## src/rtl/controlador_seleccion.sv

```systemverilog
// controlador_seleccion: debounces the player buttons, runs the character
// selection FSM (00 none, 01 Rick, 10 Morty) and moves the chosen sprite
// once per frame, during vertical blanking, clamped to the visible screen.
module controlador_seleccion #(
   parameter int DEBOUNCE_CYCLES = 250000,
   parameter int H_ACTIVE        = 640,
   parameter int V_ACTIVE        = 480,
   parameter int SPRITE_W        = 32,
   parameter int SPRITE_H        = 32,
   parameter int STEP            = 2
) (
   input  logic       clk,
   input  logic       rst,
   input  logic       boton_sel,
   input  logic       boton_ok,
   input  logic       boton_izq,
   input  logic       boton_der,
   input  logic       boton_arr,
   input  logic       boton_aba,
   input  logic [9:0] cuentaX,
   input  logic [9:0] cuentaY,
   output logic [1:0] contador_seleccionador,
   output logic [9:0] posX,
   output logic [9:0] posY,
   output logic       jugando
);

   localparam int         CW       = (DEBOUNCE_CYCLES > 1) ? $clog2(DEBOUNCE_CYCLES) : 1;
   localparam logic [9:0] X_MAX    = 10'(H_ACTIVE - SPRITE_W);
   localparam logic [9:0] Y_MAX    = 10'(V_ACTIVE - SPRITE_H);
   localparam logic [9:0] X_CENTER = 10'((H_ACTIVE - SPRITE_W) / 2);
   localparam logic [9:0] Y_CENTER = 10'((V_ACTIVE - SPRITE_H) / 2);

   typedef enum logic [1:0] {IDLE, ELIGE_RICK, ELIGE_MORTY, JUGANDO} state_t;

   // Button index: 0 sel, 1 ok, 2 izq, 3 der, 4 arr, 5 aba
   logic [5:0] w_raw;
   logic [5:0] w_level;
   assign w_raw = {boton_aba, boton_arr, boton_der, boton_izq, boton_ok, boton_sel};

   genvar gi;
   generate
      for (gi = 0; gi < 6; gi++) begin : g_btn
         logic          r_sync1;
         logic          r_sync2;
         logic          r_level;
         logic [CW-1:0] r_cnt;

         // Two-flop synchronizer, then accept a new level only after
         // DEBOUNCE_CYCLES consecutive differing samples
         always_ff @(posedge clk or negedge rst) begin
            if (!rst) begin
               r_sync1 <= 1'b0;
               r_sync2 <= 1'b0;
               r_level <= 1'b0;
               r_cnt   <= '0;
            end else begin
               r_sync1 <= w_raw[gi];
               r_sync2 <= r_sync1;
               if (r_sync2 == r_level) begin
                  r_cnt <= '0;
               end else if (r_cnt == CW'(DEBOUNCE_CYCLES - 1)) begin
                  r_level <= r_sync2;
                  r_cnt   <= '0;
               end else begin
                  r_cnt <= r_cnt + 1'b1;
               end
            end
         end

         assign w_level[gi] = r_level;
      end
   endgenerate

   logic [1:0] r_lvl_prev;
   logic [1:0] r_pulse;
   logic       w_sel_pulse;
   logic       w_ok_pulse;

   // Registered rising-edge detect on the debounced sel/ok levels
   always_ff @(posedge clk or negedge rst) begin
      if (!rst) begin
         r_lvl_prev <= 2'b00;
         r_pulse    <= 2'b00;
      end else begin
         r_lvl_prev <= w_level[1:0];
         r_pulse    <= w_level[1:0] & ~r_lvl_prev;
      end
   end

   assign w_sel_pulse = r_pulse[0];
   assign w_ok_pulse  = r_pulse[1];

   state_t     r_state;
   state_t     w_state_next;
   logic [1:0] r_sel;
   logic [1:0] w_sel_next;
   logic       r_jugando;
   logic [9:0] r_pos_x;
   logic [9:0] r_pos_y;

   // Next state and selection code; ok takes priority over sel
   always_comb begin
      w_state_next = r_state;
      w_sel_next   = r_sel;
      case (r_state)
         IDLE: begin
            if (w_sel_pulse) begin
               w_state_next = ELIGE_RICK;
               w_sel_next   = 2'b01;
            end
         end
         ELIGE_RICK: begin
            if (w_ok_pulse) begin
               w_state_next = JUGANDO;
            end else if (w_sel_pulse) begin
               w_state_next = ELIGE_MORTY;
               w_sel_next   = 2'b10;
            end
         end
         ELIGE_MORTY: begin
            if (w_ok_pulse) begin
               w_state_next = JUGANDO;
            end else if (w_sel_pulse) begin
               w_state_next = ELIGE_RICK;
               w_sel_next   = 2'b01;
            end
         end
         JUGANDO: begin
            if (w_ok_pulse) begin
               w_state_next = IDLE;
               w_sel_next   = 2'b00;
            end
         end
         default: begin
            w_state_next = IDLE;
            w_sel_next   = 2'b00;
         end
      endcase
   end

   logic               w_tick;
   logic               w_entry;
   logic signed [10:0] w_dx;
   logic signed [10:0] w_dy;
   logic signed [10:0] w_x_sum;
   logic signed [10:0] w_y_sum;
   logic [9:0]         w_pos_x_next;
   logic [9:0]         w_pos_y_next;

   assign w_tick  = (cuentaX == 10'd0) && (cuentaY == 10'(V_ACTIVE));
   assign w_entry = (r_state != JUGANDO) && (w_state_next == JUGANDO);

   // Signed step, saturating add and recenter-on-entry for the sprite position
   always_comb begin
      w_dx = 11'sd0;
      w_dy = 11'sd0;
      if (w_level[3] && !w_level[2]) w_dx = 11'(STEP);
      else if (w_level[2] && !w_level[3]) w_dx = -(11'(STEP));
      if (w_level[5] && !w_level[4]) w_dy = 11'(STEP);
      else if (w_level[4] && !w_level[5]) w_dy = -(11'(STEP));
      w_x_sum = $signed({1'b0, r_pos_x}) + w_dx;
      w_y_sum = $signed({1'b0, r_pos_y}) + w_dy;

      w_pos_x_next = r_pos_x;
      w_pos_y_next = r_pos_y;
      if (w_entry) begin
         w_pos_x_next = X_CENTER;
         w_pos_y_next = Y_CENTER;
      end else if ((r_state == JUGANDO) && w_tick) begin
         if (w_x_sum < 11'sd0)                         w_pos_x_next = 10'd0;
         else if (w_x_sum > $signed({1'b0, X_MAX}))    w_pos_x_next = X_MAX;
         else                                          w_pos_x_next = w_x_sum[9:0];
         if (w_y_sum < 11'sd0)                         w_pos_y_next = 10'd0;
         else if (w_y_sum > $signed({1'b0, Y_MAX}))    w_pos_y_next = Y_MAX;
         else                                          w_pos_y_next = w_y_sum[9:0];
      end
   end

   // State, selection code, play flag and position registers
   always_ff @(posedge clk or negedge rst) begin
      if (!rst) begin
         r_state   <= IDLE;
         r_sel     <= 2'b00;
         r_jugando <= 1'b0;
         r_pos_x   <= X_CENTER;
         r_pos_y   <= Y_CENTER;
      end else begin
         r_state   <= w_state_next;
         r_sel     <= w_sel_next;
         r_jugando <= (w_state_next == JUGANDO);
         r_pos_x   <= w_pos_x_next;
         r_pos_y   <= w_pos_y_next;
      end
   end

   assign contador_seleccionador = r_sel;
   assign jugando                = r_jugando;
   assign posX                   = r_pos_x;
   assign posY                   = r_pos_y;

endmodule

```

## config.mk

```make
export PLATFORM = sky130hd
export DESIGN_NAME = controlador_seleccion
export DESIGN_NICKNAME = d
export VERILOG_FILES = /design/src/rtl/controlador_seleccion.sv
export SDC_FILE = /design/constraint.sdc
export NUM_CORES = 1
export LEC_CHECK = 0
export CORE_MARGIN = 1
export CORE_UTILIZATION = 25
export CTS_CLUSTER_DIAMETER = 80
export DETAILED_ROUTE_END_ITERATION = 8
export PLACE_DENSITY = 0.5
export SYNTH_ARGS = -nofsm -noshare
export SYNTH_HDL_FRONTEND = slang
export SYNTH_SLANG_ARGS = --single-unit
```

## constraint.sdc

```tcl
create_clock -name clk -period 5.6 [get_ports clk]
set_input_delay 1.68 -clock clk [delete_from_list [all_inputs] [get_ports clk]]
set_output_delay 1.68 -clock clk [all_outputs]
set_load 0.01 [all_outputs]
```

==> flow_summary.ini <==
[logic_synthesis]
postSynthCellCount = 837
avgSynthCellArea_sq_um = 9.539
synthesis.area_sq_um = 7984
ys_ff_latch = 153
ys_seq_area_share_pct = 48.05
async_flop_share_pct = 100.0
synth-edff-count = 0
synth_ff_type = dfrtp_1
synth.distinct_cells = 64
ys_warn_count = 0

[routing]
viasPerCell = 4.563
dr.pass1.iters = 6
ant_nets = 0
vias = 5854
routed_wirelength_um = 16550
avgRoutedWirePerCell_um = 12.90
drtIter0Drc = 365
drcViolationCount = 0

[power]
total_power_mw = 2.332
ir_worst_vdd_mv = 0.2037
power.density_nw_per_um2 = 248.5
leakage_nw = 3.879

[final_layout]
fin_cells = 1283
syn_to_final_growth_pct = 17.54
fill_cells = 3265
nNetsFinal = 912
antenna_cells = 0
fin_util_pct = 29.82
multiInputGateArea_sq_um = 3876
seqCellArea_sq_um = 3836
drive_gt1_share_pct = 5.675
stdcell_area_sq_um = 9384

[hold_path]
hold_path.class = flop to flop

[setup_path]
arrival_ps = 4020
cp-end-kind = flop
critical_path_buf_inv_count = 1
crit_fanout = 6
criticalPathCategory = primary input to flop
crit_family = simple AND/OR/NAND/NOR gates
startpoint_type = primary input
crit_required_ps = 5960
worstPathCellList = clkdlybuf4s50_1 > or4_1 > nor3_1 > and4_1 > o21ai_1 > a311oi_2 > a221o_1
slowest_delay_ps = 510
slowest_stage = or4_1

[timing]
rsz0062_at_grt = false
fin_crit_ps = 3655
setup_tns_ps = 0
period_share_pct = 65.27
slew_headroom_pct = 32.99
skew_ps = 9.183
hold_viol_final = 0
slew_viol_final = 0
max_freq_mhz = 273.6
setup_viol = 0
tightest_slew_ps = 1005

[floorplan]
die_h_um = 180.7
ios = 51
core-area_sq_um = 31470
dieArea_sq_um = 32650
start_util_pct = 25.37
die_w_um = 180.7
num_rows = 65

[grt]
antenna_found_initial = 0
grt_max_degree = 110
grt_pass1_wl_um = 28490
grt_use_total_pct = 10.65
grt_pass1_vias = 5726
grt_overflow = 0

[flow_run]
cap_violations = 0

[run_status]
outcome = finished clean

[clock_tree]
cts_hold_buf = 0
clk_latency_ps = 420
cts_resized = 0
clk_pin_slew_worst_paths_ps = 60
ctsLongestPathBuffers = 2
cts_tree = done
cts-root-buf = clkbuf_16
cts_max_level = 4
post_cts_buffers = 0
clock_sinks = 153
cts_buffers = 17

[place]
hpwlAfterDp_um = 11180
dp_cells = 1251
portBuffers = 48
place_congestion = 0.8181
dpl_cell_area_sq_um = 8810
==> Yosys cell counts, types with 8 or more instances <==
library cell | instances | area, sq um
clkbuf_1 | 25 | 93.84
dfrtp_1 | 147 | 3679
ha_1 | 16 | 200.2
or3_1 | 12 | 75.07
nand4_1 | 15 | 93.84
xor2_1 | 62 | 543.0
nor3_1 | 21 | 105.1
buf_2 | 10 | 50.05
nor2_1 | 141 | 529.3
nand3_1 | 48 | 240.2
inv_1 | 23 | 86.33
nor2b_1 | 8 | 50.05
nand2_1 | 54 | 202.7
a21oi_1 | 25 | 125.1
o31ai_1 | 8 | 60.06
o21ai_0 | 19 | 95.09
nor4_1 | 9 | 56.30
xnor2_1 | 54 | 473.0
and3_1 | 17 | 106.4
==> sequential cells by signal, summed over array words and instances (netlist names) <==
| signal | cells |
|---|---|
| r_state | 2 |
| g_btn.r_cnt | 108 |
| r_lvl_prev | 2 |
| posX | 9 |
| posY | 9 |
| g_btn.r_level | 6 |
| g_btn.r_sync1 | 6 |
| jugando | 1 |
| contador_seleccionador | 2 |
| r_pulse | 2 |
| g_btn.r_sync2 | 6 |
==> kinds of logic after synthesis <==
logic type               after synthesis  share of synthesized area (%)
multiplexers                           6                         0.8149
buffers and inverters                 64                          3.448
AND/OR/NAND/NOR                      377                          23.55
flip-flops                           153                          48.05
adder cells (fa/ha/maj)               16                          2.507
XOR/XNOR                             116                          12.73
AO/OA/AOI/OAI                        104                          8.855
other                                  1                        0.04697
==> cell usage in the layout, fill, tap and decap left out, drive strengths merged, types with 7 or more instances in the layout <==
cell | netlist | routed
xor2 | 62 | 62
ha | 16 | 16
nor2b | 8 | 8
xnor2 | 54 | 54
o21ai | 22 | 22
nand2b | 7 | 7
o31ai | 8 | 8
nor4b | 7 | 7
nand2 | 54 | 54
nor3 | 21 | 21
nor2 | 141 | 141
o211ai | 7 | 7
clkdlybuf4s50 | 0 | 47
inv | 24 | 24
nand4 | 15 | 15
clkbuf | 25 | 20
nand3 | 49 | 49
and4 | 7 | 7
or3 | 12 | 12
nor4 | 9 | 9
dfrtp | 147 | 147
a21oi | 25 | 25
and3 | 17 | 17
==> path summary, 6_finish.rpt <==
check / end / start / cells past startpoint / slack (ps)
worst max-delay path: posY[5] / cuentaY[0] / 7 / 1950
worst min-delay path: g_btn[3].r_sync2 / g_btn[3].r_sync1 / 0 / 350
worst max register to register: posX[6] / g_btn[3].r_level / 10 / 2170
worst min register to register: g_btn[3].r_sync2 / g_btn[3].r_sync1 / 0 / 350
max in group asynchronous: posY[6] / rst / 2 / 3200
min in group asynchronous: g_btn[4].r_cnt[5] / rst / 1 / 1380
==> per-layer routing <==
layer,global-route usage (%),up-vias,share of wire [%]
met1,13.98,2799,49
met5,0,-,0
met4,3.761,0,1.3
met3,2.540,17,4.0
met2,17.03,84,46
li1,-,2954,-
==> final cells by class <==
cell class / instances / area share, %
Clock inverter: 12 / 1.360
Sequential cell: 153 / 40.88
Multi-Input combinational cell: 621 / 41.31
Tap cell: 402 / 5.360
Inverter: 24 / 0.9600
Clock buffer: 20 / 4.760
Timing Repair Buffer: 51 / 5.373
==> metrics by stage <==
step,setup slack (ps),hold slack (ps)
after floorplan,2095,331.2
after global placement,1533,333.5
after detailed placement,1531,335.5
after CTS,1972,352.5
after global routing,1755,357.1
final,1945,350.6
==> power breakdown <==
group,switching (mW),leakage (nW),internal (mW)
Clock,0.460,0.272,0.666
Combinational,0.0457,1.54,0.0296
Sequential,0.00937,2.07,1.12
(Power assumes the default switching activity.)
